**src/rtl/joystick_pkg.sv**
```systemverilog
// Shared constants and frame builder for the joystick shift-register responder.
package joystick_pkg;

    localparam int unsigned FRAME_BITS  = 16;
    localparam int unsigned SYNC_STAGES = 2;

    // Button positions inside the joy1/joy2 input bytes
    localparam int unsigned BTN_RIGHT = 0;
    localparam int unsigned BTN_LEFT  = 1;
    localparam int unsigned BTN_DOWN  = 2;
    localparam int unsigned BTN_UP    = 3;
    localparam int unsigned BTN_FIRE1 = 4;
    localparam int unsigned BTN_FIRE2 = 5;

    // Position of each button in the serial frame (bit 0 leaves first)
    localparam int unsigned J2_FIRE2_BIT = 2;
    localparam int unsigned J2_FIRE1_BIT = 3;
    localparam int unsigned J2_RIGHT_BIT = 4;
    localparam int unsigned J2_LEFT_BIT  = 5;
    localparam int unsigned J2_DOWN_BIT  = 6;
    localparam int unsigned J2_UP_BIT    = 7;
    localparam int unsigned J1_FIRE2_BIT = 10;
    localparam int unsigned J1_FIRE1_BIT = 11;
    localparam int unsigned J1_RIGHT_BIT = 12;
    localparam int unsigned J1_LEFT_BIT  = 13;
    localparam int unsigned J1_DOWN_BIT  = 14;
    localparam int unsigned J1_UP_BIT    = 15;

    // Builds the parallel-load image; unused slots (0,1,8,9) read as 1, buttons are active-low
    function automatic logic [FRAME_BITS-1:0] build_frame(input logic [7:0] joy1,
                                                          input logic [7:0] joy2);
        logic [FRAME_BITS-1:0] f;
        f               = '1;
        f[J2_FIRE2_BIT] = ~joy2[BTN_FIRE2];
        f[J2_FIRE1_BIT] = ~joy2[BTN_FIRE1];
        f[J2_RIGHT_BIT] = ~joy2[BTN_RIGHT];
        f[J2_LEFT_BIT]  = ~joy2[BTN_LEFT];
        f[J2_DOWN_BIT]  = ~joy2[BTN_DOWN];
        f[J2_UP_BIT]    = ~joy2[BTN_UP];
        f[J1_FIRE2_BIT] = ~joy1[BTN_FIRE2];
        f[J1_FIRE1_BIT] = ~joy1[BTN_FIRE1];
        f[J1_RIGHT_BIT] = ~joy1[BTN_RIGHT];
        f[J1_LEFT_BIT]  = ~joy1[BTN_LEFT];
        f[J1_DOWN_BIT]  = ~joy1[BTN_DOWN];
        f[J1_UP_BIT]    = ~joy1[BTN_UP];
        return f;
    endfunction

endpackage

```
**src/rtl/sync_edge.sv**
```systemverilog
// Multi-flop synchronizer for an asynchronous host pin, with registered level and
// a transition strobe taken from one extra flop behind the synchronized level.
module sync_edge
    import joystick_pkg::*;
#(
    parameter logic RESET_VAL = 1'b0
) (
    input  logic clock,
    input  logic resetN,
    input  logic i_pin,
    output logic o_level,
    output logic o_edge
);

    logic [SYNC_STAGES-1:0] r_sync;
    logic                   r_last;

    // Synchronizer chain plus history flop for edge detection
    always_ff @(posedge clock or negedge resetN) begin
        if (!resetN) begin
            r_sync <= {SYNC_STAGES{RESET_VAL}};
            r_last <= RESET_VAL;
        end else begin
            r_sync <= {r_sync[SYNC_STAGES-2:0], i_pin};
            r_last <= r_sync[SYNC_STAGES-1];
        end
    end

    assign o_level = r_sync[SYNC_STAGES-1];
    assign o_edge  = r_last ^ r_sync[SYNC_STAGES-1];

endmodule

```
**src/rtl/joystick_sr.sv**
```systemverilog
// Device side of the serial joystick link: behaves like the external 74HC165 board,
// returning two 6-button joysticks on joyQ under host joyCk/joyLd control.
module joystick_sr
    import joystick_pkg::*;
#(
    parameter int unsigned TIMEOUT = 4096
) (
    input  logic       clock,
    input  logic       resetN,
    input  logic [7:0] joy1,
    input  logic [7:0] joy2,
    input  logic       joyCk,
    input  logic       joyLd,
    output logic       joyQ,
    output logic       linked
);

    localparam int unsigned WD_W  = $clog2(TIMEOUT + 1);
    localparam int unsigned CNT_W = $clog2(FRAME_BITS + 1);
    localparam logic [WD_W-1:0]  WD_MAX   = WD_W'(TIMEOUT);
    localparam logic [CNT_W-1:0] CNT_MAX  = CNT_W'(FRAME_BITS);
    localparam logic [CNT_W-1:0] CNT_LAST = CNT_W'(FRAME_BITS - 1);

    logic                  w_ck_level;
    logic                  w_ck_edge;
    logic                  w_ld_level;
    logic                  w_ld_edge;
    logic                  w_ck_fall;
    logic                  w_shift;
    logic                  w_complete;
    logic [FRAME_BITS-1:0] w_sr_d;
    logic [CNT_W-1:0]      w_cnt_d;
    logic [WD_W-1:0]       w_wd_inc;
    logic [WD_W-1:0]       w_wd_d;
    logic                  w_linked_d;

    logic [FRAME_BITS-1:0] r_sr;
    logic [CNT_W-1:0]      r_bit_cnt;
    logic [WD_W-1:0]       r_wd;
    logic                  r_linked;

    sync_edge #(
        .RESET_VAL (1'b0)
    ) u_ck_sync (
        .clock   (clock),
        .resetN  (resetN),
        .i_pin   (joyCk),
        .o_level (w_ck_level),
        .o_edge  (w_ck_edge)
    );

    sync_edge #(
        .RESET_VAL (1'b1)
    ) u_ld_sync (
        .clock   (clock),
        .resetN  (resetN),
        .i_pin   (joyLd),
        .o_level (w_ld_level),
        .o_edge  (w_ld_edge)
    );

    assign w_ck_fall = w_ck_edge & ~w_ck_level;
    // A fall arriving in the same clock Ld goes high is dropped: Ld must already have been high
    assign w_shift   = w_ck_fall & w_ld_level & ~w_ld_edge;

    // Shift register and bit counter: level load dominates, otherwise shift on Ck fall
    always_comb begin
        w_sr_d     = r_sr;
        w_cnt_d    = r_bit_cnt;
        w_complete = 1'b0;
        if (!w_ld_level) begin
            w_sr_d  = build_frame(joy1, joy2);
            w_cnt_d = '0;
        end else if (w_shift) begin
            w_sr_d     = {1'b1, r_sr[FRAME_BITS-1:1]};
            w_complete = (r_bit_cnt == CNT_LAST);
            if (r_bit_cnt != CNT_MAX) begin
                w_cnt_d = r_bit_cnt + 1'b1;
            end
        end
    end

    // Watchdog and link flag: completion clears the count and wins over a timeout hit
    always_comb begin
        w_wd_inc   = (r_wd == WD_MAX) ? r_wd : r_wd + 1'b1;
        w_wd_d     = w_wd_inc;
        w_linked_d = r_linked;
        if (w_complete) begin
            w_wd_d     = '0;
            w_linked_d = 1'b1;
        end else if (w_wd_inc == WD_MAX) begin
            w_linked_d = 1'b0;
        end
    end

    // State registers
    always_ff @(posedge clock or negedge resetN) begin
        if (!resetN) begin
            r_sr      <= '1;
            r_bit_cnt <= '0;
            r_wd      <= '0;
            r_linked  <= 1'b0;
        end else begin
            r_sr      <= w_sr_d;
            r_bit_cnt <= w_cnt_d;
            r_wd      <= w_wd_d;
            r_linked  <= w_linked_d;
        end
    end

    assign joyQ   = r_sr[0];
    assign linked = r_linked;

endmodule
```
**config.mk**
```make
export PLATFORM = sky130hd
export DESIGN_NAME = joystick_sr
export DESIGN_NICKNAME = d
export VERILOG_FILES = /design/src/rtl/joystick_pkg.sv /design/src/rtl/sync_edge.sv /design/src/rtl/joystick_sr.sv
export SDC_FILE = /design/constraint.sdc
export NUM_CORES = 1
export LEC_CHECK = 0
export CORE_UTILIZATION = 45
export CTS_CLUSTER_DIAMETER = 60
export CTS_CLUSTER_SIZE = 14
export DETAILED_ROUTE_END_ITERATION = 8
export DONT_BUFFER_PORTS = 1
export PLACE_DENSITY = 0.69
export SKIP_CTS_REPAIR_TIMING = 1
export SYNTH_ARGS = -nofsm -noshare
export SYNTH_HDL_FRONTEND = slang
export SYNTH_SLANG_ARGS = --single-unit
```
**constraint.sdc**
```tcl
create_clock -name clock -period 2.14 [get_ports clock]
set_clock_uncertainty 0.05 [all_clocks]
set_input_delay 0.321 -clock clock [delete_from_list [all_inputs] [get_ports clock]]
set_output_delay 0.321 -clock clock [all_outputs]
set_load 0.1 [all_outputs]
```
Word level (Yosys, flattened, before mapping):

Index checks and enable logic that the tools add are counted.

* bits in writable memories: 0
* latch bits: 0
* bits of input ports: 20
* output and inout port bits: 2
* bits in registers: 41
* memories: 0
* bits in read-only memories: 0
* logic and storage cells: 48

* multipliers: 0
* reduce and logical (&&, ||, !) cells: 2
* shifts and indexed selects: 0
* eq/ne operators: 6
* divide/modulo/power cells: 0
* bitwise operators: 19
* order comparisons: 0
* multiplexer cells: 11
* $add $sub $neg: 2

Operator list (count)
* $mux W16: 2
* $eq A13 B13 Y1 const B: 2
* $mux W13: 2
* $mux W5: 3
* $not A1 Y1: 14
* $add A13 B1 Y13 const B: 1
* $add A5 B1 Y5 const B: 1
* $eq A5 B4 Y1 const B: 1
* $ne A5 B5 Y1 const B: 1
* $mux W1: 4
* $ne A2 B2 Y1 const B: 2
* $and A1 B1 Y1: 3
* $reduce_and A2 Y1: 1
* $reduce_bool A2 Y1: 1
* $xor A1 B1 Y1: 2

Depth between registers and ports, before layout:

* depth after elaboration: 7
* gate-level depth with buffers: 8

Cells and area by module:

Synthesis repeated with hierarchy kept, for this count alone.

* cells, all modules: 193
* area, all modules: 2080.7 um^2

By module, submodules not included
* joystick_sr: instances 1, sequential area each 895.9 um^2, cells an instance 185, area each 1909.3 um^2
* sync_edge (u_ld_sync): instances 1, sequential area each 78.8 um^2, cells an instance 4, area each 87.6 um^2
* sync_edge (u_ck_sync): instances 1, sequential area each 75.1 um^2, cells an instance 4, area each 83.8 um^2

Least setup slack after synthesis:

Ideal clock, no wire load.

* path kind: reg-to-reg
* start point: reg r_wd[0]
* end point: reg r_linked (netlist: linked)
* path slack: 0.241 ns
* clock period less this slack: 1.899 ns
* cell stages (with the launch flop): 9
* setup time: 0.131 ns
* data arrival time: 1.719 ns
* path through: dfrtp_1 buf_2 inv_1 ha_1 nor4b_2 nand4_2 or3_1 a211oi_2 a31oi_1

* word-level cells in the longest chain between the ends: 4
* elaborated cells on any way between the ends: 5

RTL lines
* start, declared: line joystick_sr.sv:39 `logic [WD_W-1:0] r_wd;`
* start signal, assigned: line joystick_sr.sv:106 `r_wd <= w_wd_d;`
* $add A13 B1 Y13 / $eq A13 B13 Y1 (equally long branches): line joystick_sr.sv:85 `w_wd_inc = (r_wd == WD_MAX) ? r_wd : r_wd + 1'b1;`
* $mux W13 *: line joystick_sr.sv:85
* $eq A13 B13 Y1 *: line joystick_sr.sv:91 `end else if (w_wd_inc == WD_MAX) begin`
* $reduce_bool A2 Y1 (no source line) *
* end signal, assigned: line joystick_sr.sv:107 `r_linked <= w_linked_d;`
* end, declared: line joystick_sr.sv:40 `logic r_linked;`

Mark *: on every way between the ends. The rest lies on a longest branch, timed or not.
A chain may end at the register's enable or synchronous reset.

Worst setup path in the final report:

* start point: reg r_wd[1]
* end point: reg r_linked (netlist: linked)

The elaborated chain is that of the path after synthesis.

==> run_results.csv <==
group,metric,value,unit
route,first_pass_iters,4,
synth,ys.flop_type,"dfrtp_1",
synth,synth_area,0.00204,sq mm
timing,fin_ws,0.172,ns
finish,final_common_cell,"nor2_1",
clock_tree,numCtsBuffers,5,
synth,syn_area_per_cell,10.7,sq um
timing,min_period,1.97,ns
finish,final_cell_mix,"nor2_1 (24), dfrtp_1 (22), dfstp_2 (19), mux2i_1 (16), inv_1 (10)",
critical_path,critPathLaunchType,"register",
timing,period_share,91.9,%
critical_path,critPathMaxStageDelay,0.42,ns
timing,slew_headroom,66.2,%
synth,syn_inst,191,
route,wl_per_cell,13.8,um
route,drc_errors,0,
run_status,outcome,"complete, no violations",
die,dieWidth,69.3,um
timing,drv_slew,0,
job,cap_violations,0,
route,vias,1384,
die,row_count,24,
grt,grt_max_degree,42,
critical_path,crit_path_end_kind,"register",
critical_path,cp.arrival,2.09,ns
route,final_antenna_net_count,0,
clock_tree,clock_latency,0.29,ns
timing,hold_ws,0.0276,ns
clock_tree,tritoncts,"yes",
placed_design,port_buffers,0,
placed_design,gp_congestion,0.799,
timing,rsz0062_at_grt,"false",
synth,yosysSeqAreaShare,51.6,%
synth,synth_edf_count,0,
timing,finalSetupViolations,0,
route,routed_wl,3490,um
timing,tns,0,ns
finish,drive_gt1_share,20.5,%
grt,grt_pass1_wl,6200,um
critical_path,cp_num_buf_inv,1,
power,ir_drop,411,uV
route,drtIter0Drc,54,
critical_path,path_max_fanout,6,
placed_design,place_area,0.00210,sq mm
finish,stdcell_area,0.00225,sq mm
route,via_per_inst,5.49,
clock_tree,clock_path_buffers,2,
synth,synthArstFlopShare,100,%
finish,nets,224,
die,boundaryPins,22,
synth,yosysWarnings,0,
power,finalPower,1.46,mW
critical_path,cp.required,2.26,ns
clock_tree,clk_pin_slew,0.08,ns
worst_hold_path,hp-class,"in2reg",
die,start_util,46.8,%
critical_path,path_cells,"inv_1 -> ha_1 -> nor4b_2 -> nand4_2 -> or3_1 -> a211oi_2 -> a31oi_1",
clock_tree,cts-root-buf,"clkbuf_8",
timing,hold_viol,0,
placed_design,hpwl,2420,um
clock_tree,cts-htree-levels,2,
synth,ys_types,41,
power,p_leak,1.04,nW
grt,antenna_found_initial,0,
finish,area_growth_syn_to_layout,10.4,%
die,die_h,69.3,um
synth,syn_nets,216,
finish,n_antenna_cell,0,
timing,fmax,508,MHz
critical_path,critical_path_class,"reg2reg",
grt,grt_usage,16.1,%
power,power_density,649,mW/mm^2
die,coreArea,0.00435,sq mm
placed_design,pre_cts_slack,0.200,ns
critical_path,crit_family,"simple AND/OR/NAND/NOR gates",
synth,ys_seq_elements,41,
timing,worst_pin_slew,0.507,ns
grt,grt_pass1_vias,1434,
clock_tree,cts.sinks,41,
die,dieArea,0.00480,sq mm
critical_path,cpMaxStageDelayCell,"dfrtp_1",
grt,grt_overflow,0,
## sequential cells by signal, summed over array words and instances, names as in the netlist
signal	cells
r_sr	16
r_wd	13
r_bit_cnt	5
u_ck_sync.r_sync	2
u_ld_sync.r_sync	2
linked	1
u_ck_sync.r_last	1
u_ld_sync.r_last	1
## cell type report
type                    instances  area (sq um)
clock buffers                   6          72.6
clock inverters                 2          12.5
fillers                       393          2110
inverters                      10          37.5
multi-input cells             131           907
flip-flops and latches         41          1050
well taps                      52          65.1
repair buffers                 10           103
## per-stage QoR
stage,util [%],instances
after global placement,48.3,240
after floorplan,-,191
final,51.6,252
after detailed placement,48.3,240
after global routing,51.6,252
after CTS,50.3,248
## power breakdown
group | switching (mW) | internal, mW
combinational | 0.0532 | 0.0469
clock | 0.262 | 0.231
sequential | 0.0281 | 0.838
total | 0.343 | 1.12
## logic make-up (layout without fill, tap and decap cells)
family	Yosys count	count (layout)	synth area share (%)
simple gates	73	73	19.7
flops	41	41	51.6
compound gates	24	24	8.36
buf+inv	19	28	3.87
mux	16	16	7.87
xor+xnor	13	13	5.59
fa+ha+maj	5	5	3.07
## worst reg2reg max path: stages, from the launching register on
cell and delay, ns:
dfrtp_1 0.42, inv_1 0.10, ha_1 0.14, nor4b_2 0.22
nand4_2 0.21, or3_1 0.36, a211oi_2 0.24, a31oi_1 0.11
## Yosys cell counts (2+ instances only)
master,count,share of area (%)
a211oi_1,2,0.74
a21o_1,2,0.74
ha_1,5,3.1
buf_2,5,1.2
xor2_1,4,1.7
dfrtp_1,22,27
dfstp_2,19,25
nand2_1,8,1.5
a31oi_1,3,0.92
and2_1,4,1.2
xnor2_1,9,3.9
and3_1,2,0.61
clkbuf_1,3,0.55
or2_2,2,0.61
a21oi_1,4,0.98
a221o_1,4,2.0
inv_1,10,1.8
nor2_1,24,4.4
nand3b_1,2,0.74
or3_1,2,0.61
nand4_1,4,1.2
nand3_1,9,2.2
nor2b_1,2,0.61
o211ai_1,2,0.74
mux2i_1,16,7.9
nor3_1,4,0.98
o21ai_0,4,0.98
## path summary, 6_finish.rpt
path	from	to	slack (ns)	cells after the start
hold / removal	joy2[5]	r_sr[2]	0.03	1
hold reg to reg	u_ld_sync.r_sync[0]	u_ld_sync.r_sync[1]	0.31	0
max in group asynchronous	resetN	r_sr[13]	1.30	2
setup / recovery	r_wd[1]	linked	0.17	7
min in group asynchronous	resetN	r_wd[1]	0.46	2
setup reg to reg	r_wd[1]	linked	0.17	7
## metal layers
| metal | GRT usage (%) | vias up | part of all wire [%] |
|---|---|---|---|
| li1 | - | 676 | - |
| met1 | 18.6 | 675 | 45 |
| met2 | 28.2 | 29 | 50 |
| met3 | 4.80 | 4 | 3.4 |
| met4 | 5.44 | 0 | 1.3 |
| met5 | 0 | - | 0 |
No activity file was read; power rests on OpenSTA's default activity.
